**src/rtl/uart_pkg.sv**
```systemverilog
// Shared UART definitions: receiver FSM states, parity selectors and tuser bit positions.
package uart_pkg;
  typedef enum logic [2:0] {
    ST_IDLE,
    ST_START,
    ST_DATA,
    ST_PARITY,
    ST_STOP
  } uart_state_t;

  localparam logic PARITY_EVEN = 1'b0;
  localparam logic PARITY_ODD  = 1'b1;

  localparam int TUSER_FERR = 0;
  localparam int TUSER_PERR = 1;
endpackage

```
**src/rtl/uart_baud_tick.sv**
```systemverilog
// Fractional baud accumulator: one-cycle tick at BAUD_RATE*OVERSAMPLE average rate.
// Free-running from reset, so tx and rx sides can share the same generator.
module uart_baud_tick #(
  parameter int BAUD_CLOCK_SPEED = 50000000,
  parameter int BAUD_RATE        = 115200,
  parameter int OVERSAMPLE       = 16
) (
  input  logic aclk,
  input  logic arst,
  output logic tick
);
  localparam int W = $clog2(BAUD_CLOCK_SPEED) + 2;
  localparam logic [W-1:0] INC = W'(BAUD_RATE * OVERSAMPLE);
  localparam logic [W-1:0] LIM = W'(BAUD_CLOCK_SPEED);

  logic [W-1:0] acc;
  logic [W-1:0] sum;

  assign sum = acc + INC;

  always_ff @(posedge aclk) begin
    if (arst) begin
      acc  <= '0;
      tick <= 1'b0;
    end else if (sum >= LIM) begin
      acc  <= sum - LIM;
      tick <= 1'b1;
    end else begin
      acc  <= sum;
      tick <= 1'b0;
    end
  end
endmodule

```
**src/rtl/uart_rx_axis.sv**
```systemverilog
// UART receiver with 3-sample majority vote, presenting each character as one AXIS beat.
// A character completing while the holding register is still full is dropped and flagged on overrun.
module uart_rx_axis
  import uart_pkg::*;
#(
  parameter int BAUD_CLOCK_SPEED = 50000000,
  parameter int BAUD_RATE        = 115200,
  parameter int OVERSAMPLE       = 16,
  parameter int PARITY_ENA       = 0,
  parameter int PARITY_TYPE      = 0,
  parameter int STOP_BITS        = 1,
  parameter int DATA_BITS        = 8
) (
  input  logic       aclk,
  input  logic       arst,
  input  logic       rx,
  output logic [7:0] m_axis_tdata,
  output logic       m_axis_tvalid,
  input  logic       m_axis_tready,
  output logic [1:0] m_axis_tuser,
  output logic       overrun
);
  localparam int SW = $clog2(OVERSAMPLE);
  localparam logic [SW-1:0] VOTE0 = SW'(OVERSAMPLE / 2 - 1);
  localparam logic [SW-1:0] VOTE1 = SW'(OVERSAMPLE / 2);
  localparam logic [SW-1:0] VOTE2 = SW'(OVERSAMPLE / 2 + 1);
  localparam logic [SW-1:0] LAST  = SW'(OVERSAMPLE - 1);
  localparam logic [2:0] LAST_DATA = 3'(DATA_BITS - 1);
  localparam logic [2:0] LAST_STOP = 3'(STOP_BITS - 1);
  localparam logic PAR_ODD = (PARITY_TYPE != 0) ? PARITY_ODD : PARITY_EVEN;

  logic        tick;
  logic        rx_meta, rx_s, rx_q;
  uart_state_t state;
  logic [SW-1:0] scnt;
  logic [2:0]  bcnt;
  logic [1:0]  samp;
  logic [7:0]  shreg;
  logic        perr, ferr;
  logic        done;
  logic [7:0]  done_dat;
  logic [1:0]  done_user;
  logic        vote, at_vote, at_end;

  uart_baud_tick #(
    .BAUD_CLOCK_SPEED(BAUD_CLOCK_SPEED),
    .BAUD_RATE       (BAUD_RATE),
    .OVERSAMPLE      (OVERSAMPLE)
  ) u_tick (
    .aclk(aclk),
    .arst(arst),
    .tick(tick)
  );

  assign vote    = (samp[0] & samp[1]) | (samp[0] & rx_s) | (samp[1] & rx_s);
  assign at_vote = tick && (scnt == VOTE2);
  assign at_end  = tick && (scnt == LAST);

  always_ff @(posedge aclk) begin
    if (arst) begin
      rx_meta       <= 1'b1;
      rx_s          <= 1'b1;
      rx_q          <= 1'b1;
      state         <= ST_IDLE;
      scnt          <= '0;
      bcnt          <= '0;
      samp          <= '0;
      shreg         <= '0;
      perr          <= 1'b0;
      ferr          <= 1'b0;
      done          <= 1'b0;
      done_dat      <= '0;
      done_user     <= '0;
      m_axis_tdata  <= '0;
      m_axis_tuser  <= '0;
      m_axis_tvalid <= 1'b0;
      overrun       <= 1'b0;
    end else begin
      rx_meta <= rx;
      rx_s    <= rx_meta;
      rx_q    <= rx_s;
      done    <= 1'b0;
      overrun <= 1'b0;

      if (tick) scnt <= (scnt == LAST) ? '0 : scnt + 1'b1;
      if (tick && scnt == VOTE0) samp[0] <= rx_s;
      if (tick && scnt == VOTE1) samp[1] <= rx_s;

      case (state)
        ST_IDLE: begin
          if (rx_q && !rx_s) begin
            state <= ST_START;
            scnt  <= '0;
            shreg <= '0;
            perr  <= 1'b0;
            ferr  <= 1'b0;
          end
        end
        ST_START: begin
          if (at_vote && vote) begin
            state <= ST_IDLE;
          end else if (at_end) begin
            state <= ST_DATA;
            bcnt  <= '0;
          end
        end
        ST_DATA: begin
          if (at_vote) shreg[bcnt] <= vote;
          if (at_end) begin
            if (bcnt == LAST_DATA) begin
              state <= (PARITY_ENA != 0) ? ST_PARITY : ST_STOP;
              bcnt  <= '0;
            end else begin
              bcnt <= bcnt + 1'b1;
            end
          end
        end
        ST_PARITY: begin
          if (at_vote) perr <= ((^shreg) ^ vote) != PAR_ODD;
          if (at_end) begin
            state <= ST_STOP;
            bcnt  <= '0;
          end
        end
        ST_STOP: begin
          if (at_vote) begin
            if (!vote) ferr <= 1'b1;
            // Leave at the last vote point, not the bit end, to catch a tight next start edge.
            if (bcnt == LAST_STOP) begin
              state                 <= ST_IDLE;
              done                  <= 1'b1;
              done_dat              <= shreg;
              done_user[TUSER_PERR] <= perr;
              done_user[TUSER_FERR] <= ferr | ~vote;
            end
          end else if (at_end) begin
            bcnt <= bcnt + 1'b1;
          end
        end
        default: state <= ST_IDLE;
      endcase

      if (m_axis_tvalid && m_axis_tready) m_axis_tvalid <= 1'b0;
      if (done) begin
        if (!m_axis_tvalid || m_axis_tready) begin
          m_axis_tdata  <= done_dat;
          m_axis_tuser  <= done_user;
          m_axis_tvalid <= 1'b1;
        end else begin
          overrun <= 1'b1;
        end
      end
    end
  end
endmodule

```
**config.mk**
```make
export PLATFORM = sky130hd
export DESIGN_NAME = uart_rx_axis
export DESIGN_NICKNAME = d
export VERILOG_FILES = /design/src/rtl/uart_pkg.sv /design/src/rtl/uart_baud_tick.sv /design/src/rtl/uart_rx_axis.sv
export SDC_FILE = /design/constraint.sdc
export NUM_CORES = 1
export LEC_CHECK = 0
export BUFFER_PORTS_ARGS = -buffer_cell sky130_fd_sc_hd__buf_2
export CAP_MARGIN = 20
export CORE_AREA = 2 2 91 93
export DETAILED_ROUTE_END_ITERATION = 8
export DIE_AREA = 0 0 93 95
export PLACE_DENSITY = 0.7
export SYNTH_ARGS = -nofsm -noshare
export SYNTH_HDL_FRONTEND = slang
export SYNTH_HIERARCHICAL = 1
export SYNTH_SLANG_ARGS = --single-unit
```
**constraint.sdc**
```tcl
create_clock -name aclk -period 7.8 [get_ports aclk]
set_clock_uncertainty 0.15 [all_clocks]
set_input_delay 0.39 -clock aclk [delete_from_list [all_inputs] [get_ports aclk]]
set_output_delay 0.39 -clock aclk [all_outputs]
set_load 0.1 [all_outputs]
```
==> impl_metrics.csv <==
group,metric,value,unit
outcome,status,"completed",
clock_tree,clk_latency,350,ps
synthesis,synthesis.area,0.00399,mm2
routing,drc,0,
synthesis,synth.top_cell.area_share,35.1,%
routing,drt-pass1-iter-count,4,
synthesis,yosysSeqAreaShare,35.1,%
finish,design_area,0.00431,mm2
synthesis,ys.warnings.count,6,
sta,fin_crit_sh,47.4,%
die,core,0.00793,mm2
synthesis,synth_cell_types,71,
sta,tns,0,ps
power,p_switching,0.375,mW
global_routing,antenna_found_initial,0,
clock_tree,clkTransAtPathRegs,70,ps
placement,port_buffers,15,
clock_tree,cts_buffer_depth,2,
synthesis,synth-async-reset-ratio,0,%
routing,wl_per_cell,14.0,um
synthesis,syn_area_per_cell,8.71,um2
critical_path,arrival,3790,ps
critical_path,cp-start-kind,"register",
global_routing,track_usage,19.0,%
synthesis,yosysMostFrequentCell,"dfxtp_1",
clock_tree,numCtsBuffers,9,
power,p_leak,1.68,nW
sta,max_freq,270,MHz
routing,vias,3213,
critical_path,critPathKind,"register to register",
finish,multi_input_area,0.00237,mm2
global_routing,grt_max_degree,71,
synthesis,synth_common_cells,"70 x dfxtp_1, 50 x nor2_1, 37 x nand2_1",
sta,layout_min_cycle_time,3700,ps
die,die_h,95,um
power,clkPwrFrac,32.5,%
power,power.density,258,mW/mm2
critical_path,crit_fanout,18,
worst_hold_path,min_path_type,"input pin to register",
routing,postRouteAntennaNets,0,
die,dieArea,0.00884,mm2
sta,worst_slew_pin_slew,916,ps
clock_tree,cts_sinks,70,
power,combinationalPowerShare,26.3,%
finish,final_core_util,54.4,%
power,irDropWorstVdd,163,uV
routing,drt_iter0_drc,133,
flow_run,maxCapViolCount,0,
finish,seqCellArea,0.00140,mm2
sta,rsz0062_at_grt,"false",
die,die_x,93,um
critical_path,crit_path_end_kind,"register",
die,initial_core_util,50.3,%
sta,setup_violations,0,
placement,dp_hpwl,5460,um
clock_tree,cts_tree,"yes",
placement,gp_congestion,0.888,
sta,max-slew-margin-rel,37.4,%
synthesis,synth_area_leaders,"dfxtp_1 35%, mux2i_1 7.5%, nor2_1 4.7%, a21oi_1 4.0%, xnor2_1 3.7%",
sta,slew_violations,0,
die,ios,16,
finish,nNetsFinal,474,
clock_tree,cts_root_buf,"clkbuf_8",
finish,antenna_cells,0,
clock_tree,htree_num_levels,3,
routing,via_per_inst,5.64,
clock_tree,cts_resized,0,
power,sequentialPowerShare,41.2,%
finish,area_growth,8.12,%
global_routing,grt_remaining_overflow,0,
synthesis,syn_inst,458,
power,p_int,0.740,mW
critical_path,crit_required,7890,ps
clock_tree,post_cts_buffers,0,
synthesis,ys_seq_elements,70,
finish,fill_cells,730,
synthesis,syn-num-nets,472,
die,rows,33,
sta,hold_violations,0,
finish,drive_above_1_share,13.8,%
clock_tree,hold_buffers,0,
global_routing,grt_pass1_vias,2991,
synthesis,synth_edf_count,0,
synthesis,yosysTopAreaCell,"dfxtp_1",
placement,placed_area,0.00405,mm2
routing,wirelength,7980,um
power,p_sw_share,33.6,%
global_routing,grt_first_pass_wirelength,13400,um
synthesis,synth_ff_type,"dfxtp_1",
## cell families after synthesis
kind of cell	share of synthesized area [%]
multiplexers	9.50
AO/OA/AOI/OAI	18.5
XOR/XNOR	5.71
AND/OR/NAND/NOR	22.2
adder cells (fa/ha/maj)	3.39
buffers and inverters	5.55
flip-flops	35.1
## layer usage
layer	routed length, um	global-route usage, %	part of all wire [%]	vias to the layer above
li1	-	-	-	1642
met1	3790	22.6	47	1517
met2	3780	33.0	47	42
met3	262	4.87	3.3	12
met4	145	6.99	1.8	0
met5	0	0	0	-
## registers in the layout, indices dropped and copies added, names as in the netlist, 2 cells and up
name and cells:
bcnt 3, done_dat 8, done_user 2, m_axis_tdata 8
m_axis_tuser 2, samp 2, scnt 4, shreg 8
state 3, u_tick/acc 21
## placed cells by master (no fill, tap or decap), types with 3 or more instances in the layout
cell	n
a2111oi_2	3
a211o_1	4
a211oi_1	4
a21boi_0	3
a21oi_1	32
a31oi_1	3
buf_2	15
bufinv_16	3
clkbuf_8	9
dfxtp_1	70
ha_1	10
inv_1	18
mux2_2	5
mux2i_1	30
nand2_1	37
nand2b_1	7
nand3_1	12
nand3b_1	3
nand4_1	3
nand4b_1	5
nor2_1	50
nor2b_1	12
nor3_1	8
o21ai_0	16
o32ai_1	6
or2_2	8
or3_1	4
xnor2_1	17
xor2_1	9
## final timing paths
| kind | from | depth (start not counted) | endpoint | slack [ps] |
|---|---|---|---|---|
| max reg2reg | u_tick/acc[13]$_SDFF_PP0_ | 8 | u_tick/acc[11]$_SDFFE_PP0P_ | 4100 |
| min | rx | 2 | rx_meta$_SDFF_PP1_ | 80 |
| min reg2reg | rx_meta$_SDFF_PP1_ | 1 | rx_s$_SDFF_PP1_ | 270 |
| max | u_tick/acc[13]$_SDFF_PP0_ | 8 | u_tick/acc[11]$_SDFFE_PP0P_ | 4100 |
## area by class of cell
class                      instances  area share, %
multi-input combinational        343           54.9
inverter                          18           1.57
clock inverter                     7           2.81
sequential                        70           32.5
clock buffer                       9           2.87
tap                              105           3.05
timing repair buffer              18           2.35
## critical path, cell delays in order (launching register included)
cell and delay, ps:
dfxtp_1 450, ha_1 300, xnor2_1 130, a2111oi_0 810, o21ba_2 280, nor2_1 100, a211o_1 560, a2111oi_2 460
mux2_1 350
## metrics by stage
stage / hold slack, ps / worst slack (ps) / power [mW] / std cells
after floorplan: 239 / 4850 / 0.694 / 458
after global placement: 254 / 4340 / 0.739 / 552
after detailed placement: 255 / 4170 / 0.748 / 552
after CTS: 65.7 / 4190 / 1.11 / 568
after global routing: 68.1 / 4010 / 1.18 / 570
final: 76.2 / 4100 / 1.11 / 570
## power groups by stage
stage               Clock [mW]  Combinational (mW)  Sequential [mW]
finish                   0.362               0.293            0.459
floorplan                    0               0.255            0.439
global placement             0               0.276            0.464
detailed placement           0               0.283            0.465
CTS                      0.369               0.284            0.458
global route             0.386               0.326            0.465
Power figures use the tool's default switching activity.
